File: src/rtl/router_fifo.sv
// Per-destination output buffer of the 1x3 router: stores header/payload/parity bytes,
// tags headers, and returns data_out to idle once a packet has been fully read.
module router_fifo #(
  parameter int DEPTH  = 16,
  parameter int WIDTH  = 8,
  parameter int ADDR_W = 4
) (
  input  logic             clock,
  input  logic             resetn,
  input  logic             soft_reset,
  input  logic             write_enb,
  input  logic             read_enb,
  input  logic             lfd_state,
  input  logic [WIDTH-1:0] data_in,
  output logic             full,
  output logic             empty,
  output logic [WIDTH-1:0] data_out
);

  logic [WIDTH:0]   mem_q [0:DEPTH-1];
  logic [ADDR_W:0]  wr_ptr_q, wr_ptr_d;
  logic [ADDR_W:0]  rd_ptr_q, rd_ptr_d;
  logic [6:0]       cnt_q, cnt_d;
  logic [WIDTH-1:0] dout_q, dout_d;
  logic [WIDTH:0]   rd_entry;
  logic             wr_acc, rd_acc, mem_we;

  assign empty    = (wr_ptr_q == rd_ptr_q);
  assign full     = (wr_ptr_q[ADDR_W-1:0] == rd_ptr_q[ADDR_W-1:0]) &&
                    (wr_ptr_q[ADDR_W] != rd_ptr_q[ADDR_W]);
  assign data_out = dout_q;

  assign wr_acc   = write_enb && !full;
  assign rd_acc   = read_enb && !empty;
  assign rd_entry = mem_q[rd_ptr_q[ADDR_W-1:0]];
  // A write coinciding with either reset must not land, even though it would be unreachable.
  assign mem_we   = wr_acc && resetn && !soft_reset;

  always_comb begin
    wr_ptr_d = wr_ptr_q;
    rd_ptr_d = rd_ptr_q;
    cnt_d    = cnt_q;
    dout_d   = dout_q;
    if (soft_reset) begin
      wr_ptr_d = '0;
      rd_ptr_d = '0;
      cnt_d    = '0;
      dout_d   = '0;
    end else begin
      if (wr_acc) wr_ptr_d = wr_ptr_q + 1'b1;
      if (rd_acc) begin
        rd_ptr_d = rd_ptr_q + 1'b1;
        dout_d   = rd_entry[WIDTH-1:0];
        // Header carries payload length in [7:2]; +1 covers the trailing parity byte.
        if (rd_entry[WIDTH])   cnt_d = 7'(rd_entry[WIDTH-1:2]) + 7'd1;
        else if (cnt_q != '0) cnt_d = cnt_q - 7'd1;
      end else if (cnt_q == '0) begin
        dout_d = '0;
      end
    end
  end

  always_ff @(posedge clock) begin
    if (!resetn) begin
      wr_ptr_q <= '0;
      rd_ptr_q <= '0;
      cnt_q    <= '0;
      dout_q   <= '0;
    end else begin
      wr_ptr_q <= wr_ptr_d;
      rd_ptr_q <= rd_ptr_d;
      cnt_q    <= cnt_d;
      dout_q   <= dout_d;
    end
  end

  always_ff @(posedge clock) begin
    if (mem_we) mem_q[wr_ptr_q[ADDR_W-1:0]] <= {lfd_state, data_in};
  end

endmodule

File: config.mk
export PLATFORM = sky130hd
export DESIGN_NAME = router_fifo
export DESIGN_NICKNAME = d
export VERILOG_FILES = /design/src/rtl/router_fifo.sv
export SDC_FILE = /design/constraint.sdc
export NUM_CORES = 1
export LEC_CHECK = 0
export ABC_AREA = 1
export CAP_MARGIN = 20
export CORE_MARGIN = 3
export CORE_UTILIZATION = 50
export CTS_BUF_LIST = sky130_fd_sc_hd__clkbuf_4 sky130_fd_sc_hd__clkbuf_8
export CTS_CLUSTER_SIZE = 14
export DETAILED_ROUTE_END_ITERATION = 12
export PLACE_DENSITY = 0.76
export SYNTH_ARGS = -nofsm -noshare
export SYNTH_HDL_FRONTEND = slang
export SYNTH_SLANG_ARGS = --single-unit
File: constraint.sdc
create_clock -name clock -period 4.4 [get_ports clock]
set_input_delay 0.66 -clock clock [delete_from_list [all_inputs] [get_ports clock]]
set_output_delay 0.66 -clock clock [all_outputs]
set_load 0.1 [all_outputs]
==> qor.yml, run 1 <==
synth_area_mm2: 0.00749
min_path_type: "flip-flop to flip-flop"
grt_pass1_vias: 5037
wl_per_cell_um: 17.2
clock_power_share_pct: 34.3
intPower_w: 0.00229
cts_resized: 0
pwr-share-comb_pct: 6.7
fillerInstances: 1200
drt_first_pass_iters: 5
startpoint_type: "flip-flop"
synthToLayoutAreaGrowth_pct: 8.80
slowest_stage: "clkdlybuf4s50_1"
cap_violations: 0
postCtsSetupRepairBufs: 0
cts.path.max_buffers: 2
wirelength_mm: 16.4
port-buffer-count: 23
ys_seq_elements: 173
path_class: "flip-flop to primary output"
htree_levels: 4
fin_crit_sh_pct: 75.8
syn_inst: 732
fin_crit_ns: 3.34
synth_fp_nets: 753
num-nets-final: 772
finalSetupViolations: 0
rows: 44
clk_latency_ns: 0.46
pwr-share-seq_pct: 59.0
antenna_found_initial: 0
worstPathCellList: "xor2_1 -> nor2_1 -> nand2_1 -> or2_2 -> inv_1 -> clkdlybuf4s50_1"
worst_ep_arrival_time_ns: 2.68
critPathMaxFanout: 5
drive_gt1_share_pct: 7.59
drc: 0
grt_max_degree: 68
report.final.slew_viol_count: 0
yosysUniqueCellTypes: 30
clkTransAtPathRegs_ns: 0.09
cts_hold_buffers: 0
initial_core_util_pct: 51.3
dpl.hpwl_mm: 10.6
grt_pass1_wl_mm: 26.5
grtUsageTotal_pct: 21.1
core-area_mm2: 0.0146
ant_nets: 0
end_kind: "primary output"
async_flop_share_pct: 0
max_stage_delay_ns: 1.12
cts_tree: "done"
io-pin-count: 24
yosysTopAreaCell: "edfxtp_1"
synth_area_leaders: "edfxtp_1 (58%), nand2_1 (10%), dfxtp_1 (7.8%)"
finalPower_w: 0.00303
setup-tns-final_ns: 0
via_per_inst: 5.37
die-area_mm2: 0.0165
synth.most_common_cell: "nand2_1"
rsz0062_at_grt: "false"
gp_congestion: 0.871
die_y_um: 128
cts_inserted_buffers: 17
cp_data_required_time_ns: 3.74
path_delay_family: "buffers and inverters"
netSwitchingFraction_pct: 24.4
fin_skew_ns: 0.0160
drtIter0Drc: 514
p_sw_w: 0.000741
overflow: 0
cts_root_buffer: "clkbuf_8"
avgSynthCellArea_um2: 10.2
max_freq_ghz: 0.300
hold_viol_final: 0
status: "complete, no violations"
die_w_um: 128
synthFlopType: "edfxtp_1"
p_leak_nw: 3.14
worst_slew_pin_slew_ns: 0.986
cts_sinks: 173
peakVddDrop_v: 0.000225
power_density_mw_per_mm2: 372
slew_headroom_pct: 34.1
synth-seq-area-share_pct: 65.5
via_count: 5090
synth_top_cell_area_share_pct: 57.7
antennaDiodeCount: 0
synth_edf_count: 144
ys.warnings.count: 0
cp_num_buf_inv: 2
synth_commonest_cells: "nand2_1 (208), edfxtp_1 (144), nand3_1 (84)"
==> power by group through the flow <==
stage	Combinational (W)	Sequential, W	Clock, W
2_1_floorplan	0.000128	0.00183	0
3_3_place_gp	0.000200	0.00183	0
3_5_place_dp	0.000203	0.00183	0
4_1_cts	0.000204	0.00179	0.00106
5_1_grt	0.000225	0.00179	0.00113
6_report	0.000204	0.00179	0.00104
==> per-layer routing <==
layer	track usage [%]	wire (µm)
met5	0	0
met4	8.18	367
met3	4.57	999
met2	33.2	7790
met1	28.8	7200
==> state kept, by name, summed over array words and instances (netlist names), named ones only <==
register / flops
mem_q: 144
data_out: 8
rd_ptr_q: 5
cnt_q: 7
wr_ptr_q: 5
==> cell type report <==
class	count	area, µm²	area share, %
flip-flops and latches	173	4910	60.2
repair buffers	30	283	3.47
inverters	70	268	3.29
multi-input cells	459	2090	25.7
clock inverters	15	135	1.66
well taps	184	230	2.82
clock buffers	17	234	2.87
==> cell usage in the layout, fill, tap and decap left out, drive strengths merged <==
cell type	count
a21boi	1
a21oi	34
a22oi	6
buf	7
bufinv	1
clkbuf	17
clkdlybuf4s50	23
clkinv	7
clkinvlp	3
dfxtp	29
edfxtp	144
ha	7
inv	74
nand2	215
nand3	85
nor2	60
nor3	6
nor3b	2
o211ai	4
o21a	1
o21ai	29
or2	3
xnor2	1
xor2	5
==> kinds of logic (layout without fill, tap and decap cells) <==
logic type | count (synthesis) | after routing | share of synthesized area (%)
buf+inv | 100 | 132 | 6.56
simple gates | 371 | 371 | 20.7
compound gates | 75 | 75 | 5.41
xor+xnor | 6 | 6 | 0.702
flops | 173 | 173 | 65.5
fa+ha+maj | 7 | 7 | 1.17
==> tightest hold or removal path, delay by kind of cell (launching register included) <==
family / cells / cell delay [ns]
AOI/OAI and AO/OA: 1 / 0.05
DFF: 1 / 0.32
and+or+nand+nor: 1 / 0.06
==> per-stage QoR <==
step	instances	cell area, µm²	hold slack (ns)	utilization (%)	setup WS [ns]
finish	948	8150	0.477	55.9	1.06
floorplan	732	7490	0.451	-	2.08
global placement	916	7780	0.463	53.3	1.31
global route	948	8150	0.503	55.9	0.926
CTS	948	8150	0.483	55.9	1.03
detailed placement	916	7780	0.471	53.3	1.24
==> worst paths after layout <==
kind / from / endpoint / slack (ns) / depth (start not counted)
setup / recovery: wr_ptr_q[1]$_SDFFE_PP0P_ / full / 1.06 / 6
hold / removal: data_out[2]$_SDFFE_PP0P_ / data_out[2]$_SDFFE_PP0P_ / 0.48 / 2
setup reg to reg: flip-flop / cnt_q[6]$_SDFFE_PP0P_ / 1.31 / 9
hold reg to reg: data_out[2]$_SDFFE_PP0P_ / data_out[2]$_SDFFE_PP0P_ / 0.48 / 2
No activity file was read; power rests on OpenSTA's default activity.
==> run 2, diff against run 1 <==
Settings changed: PLACE_DENSITY 0.76 to 0.79.
Clock period 4.4 ns to 2.93 ns, I/O delays scaled along.
==> run 2 against run 1 <==
Register-to-register slack worse by 0.61 ns. First-iteration DRC count is 0.19% lower. Sequential cell count stayed put. Highest routed layer unchanged. Critical endpoint unchanged. Combinational power is 49% higher. Routed wire length is 4.1% lower.
==> qor.yml, run 2 (synthesized netlist as in run 1, its figures left out) <==
layoutNonFillerInstCount: 972  # was 948
drt_first_pass_iters: 5  # unchanged
reg2reg_slack_ns: 0.70  # was 1.31 ns
clk_latency_ns: 0.46  # about the same
antennaDiodeCount: 0  # unchanged
ant_nets: 0  # unchanged
end_kind: "primary output"  # unchanged
grt_pass1_vias: 4953  # was 5037
cts_tree: "done"  # unchanged
power_density_mw_per_mm2: 561  # was 372 mW/mm²
worst_ep_arrival_time_ns: 1.83  # was 2.68 ns
cp_data_required_time_ns: 2.49  # was 3.74 ns
cts_resized: 0  # unchanged
htree_levels: 4  # unchanged
fin_crit_sh_pct: 77.4
cap_violations: 0  # unchanged
port-buffer-count: 23  # unchanged
startpoint_type: "flip-flop"  # unchanged
drive_gt1_share_pct: 11.7  # was 7.59%
grt_max_degree: 46  # was 68
cts_root_buffer: "clkbuf_8"  # unchanged
cts_sinks: 173  # unchanged
fin_crit_ns: 2.27
path_class: "flip-flop to primary output"  # unchanged
peakVddDrop_v: 0.000362  # was 0.000225 V
p_leak_nw: 3.31  # was 3.14 nW
drc: 0  # unchanged
p_sw_w: 0.00107  # was 0.000741 W
setup_ws_ns: 0.662  # was 1.06 ns
netSwitchingFraction_pct: 22.8  # was 24.4%
register_area_mm2: 0.00491  # unchanged
wl_per_cell_um: 16.1  # was 17.2 µm
slew_headroom_pct: 54.9  # was 34.1%
cts.path.max_buffers: 2  # unchanged
mostFrequentLayoutCells: "nand2_1 (208), edfxtp_1 (144), nand3_1 (84)"  # unchanged
setup-tns-final_ns: 0  # unchanged
pwr-share-comb_pct: 6.5  # was 6.7%
hold_viol_final: 0  # unchanged
via_per_inst: 5.31  # was 5.37
clock_power_share_pct: 36.3  # was 34.3%
placed_cells: 940  # was 916
synthToLayoutAreaGrowth_pct: 11.4  # was 8.80%
cts_inserted_buffers: 17  # unchanged
initial_core_util_pct: 51.3  # unchanged
fin_skew_ns: 0.00743  # was 0.0160 ns
clkTransAtPathRegs_ns: 0.09  # about the same
finalSetupViolations: 0  # unchanged
cts_hold_buffers: 0  # unchanged
fillerInstances: 1188  # was 1200
critPathMaxFanout: 5  # unchanged
gp_congestion: 0.863  # was 0.871
max_freq_ghz: 0.441
grtUsageTotal_pct: 20.0  # was 21.1%
die_y_um: 128  # unchanged
io-pin-count: 24  # unchanged
dpl_worst_slack_ns: 0.587  # was 1.24 ns
intPower_w: 0.00361  # was 0.00229 W
rsz0062_at_grt: "false"  # unchanged
min_path_type: "flip-flop to flip-flop"  # unchanged
die_w_um: 128  # unchanged
core-area_mm2: 0.0146  # unchanged
worst_slew_pin_slew_ns: 0.674  # was 0.986 ns
rows: 44  # unchanged
finalPower_w: 0.00468  # was 0.00303 W
postCtsSetupRepairBufs: 0  # unchanged
multi_input_area_mm2: 0.00209  # unchanged
drtIter0Drc: 513  # was 514
largest_reg_flops: 144  # unchanged
overflow: 0  # unchanged
die-area_mm2: 0.0165  # unchanged
report.final.slew_viol_count: 0  # unchanged
dpl.hpwl_mm: 10.1  # was 10.6 mm
antenna_found_initial: 0  # unchanged
pwr-share-seq_pct: 57.3  # was 59.0%
via_count: 5161  # was 5090
layout_commonest_cell: "nand2_1"  # unchanged
num-nets-final: 796  # was 772
grt_pass1_wl_mm: 25.1  # was 26.5 mm
wirelength_mm: 15.7  # was 16.4 mm
status: "complete, no violations"  # unchanged
## run 2: cell types whose count changed in the layout (fill, tap and decap cells not counted), sizes merged
cell	before	now
buf	7	41
bufinv	1	3
clkbuf	17	18
clkdlybuf4s50	23	13
clkinv	7	11
clkinvlp	3	0
inv	74	70
## run 2: path summary, 6_finish.rpt
kind / startpoint / endpoint / cells past startpoint
worst min register to register: data_out[3]$_SDFFE_PP0P_ / data_out[3]$_SDFFE_PP0P_ / 2
worst max-delay path: wr_ptr_q[1]$_SDFFE_PP0P_ / full / 6
worst max register to register: flip-flop / cnt_q[6]$_SDFFE_PP0P_ / 12
worst min-delay path: data_out[3]$_SDFFE_PP0P_ / data_out[3]$_SDFFE_PP0P_ / 2
## run 2: cell type report
type,count,share of cell area (%)
sequential,173,58.8
multi-input combinational,459,25.1
timing repair buffer,54,5.25
inverter,70,3.21
clock buffer,18,2.89
tap,184,2.76
clock inverter,14,2.02
## run 2: critical path, stage by stage, from the launching register on
cell and delay [ns]:
dfxtp_1 0.37, xor2_1 0.17, nor2_1 0.14, nand2_1 0.06
or2_2 0.29, inv_1 0.07, buf_4 0.28
## run 2: routing by layer
metal	track usage, %	up-vias	routed length [µm]
met3	3.82	32	1020
li1	-	2535	-
met2	32.4	177	7760
met1	26.0	2417	6450
met4	9.55	0	453
met5	0	-	0
## run 2: metrics by stage
stage | utilization, % | cell area [µm²] | hold WS [ns]
after CTS | 57.2 | 8350 | 0.468
after global routing | 57.2 | 8350 | 0.486
final | 57.2 | 8350 | 0.467
after detailed placement | 54.4 | 7940 | 0.455
after global placement | 54.4 | 7940 | 0.454
after floorplan | - | 7490 | 0.451
## run 2: power groups by stage
stage	combinational (W)	sequential, W	clock (W)
finish	0.000303	0.00268	0.00170
global route	0.000335	0.00268	0.00182
CTS	0.000302	0.00268	0.00172
detailed placement	0.000300	0.00274	0
global placement	0.000296	0.00274	0
floorplan	0.000192	0.00275	0
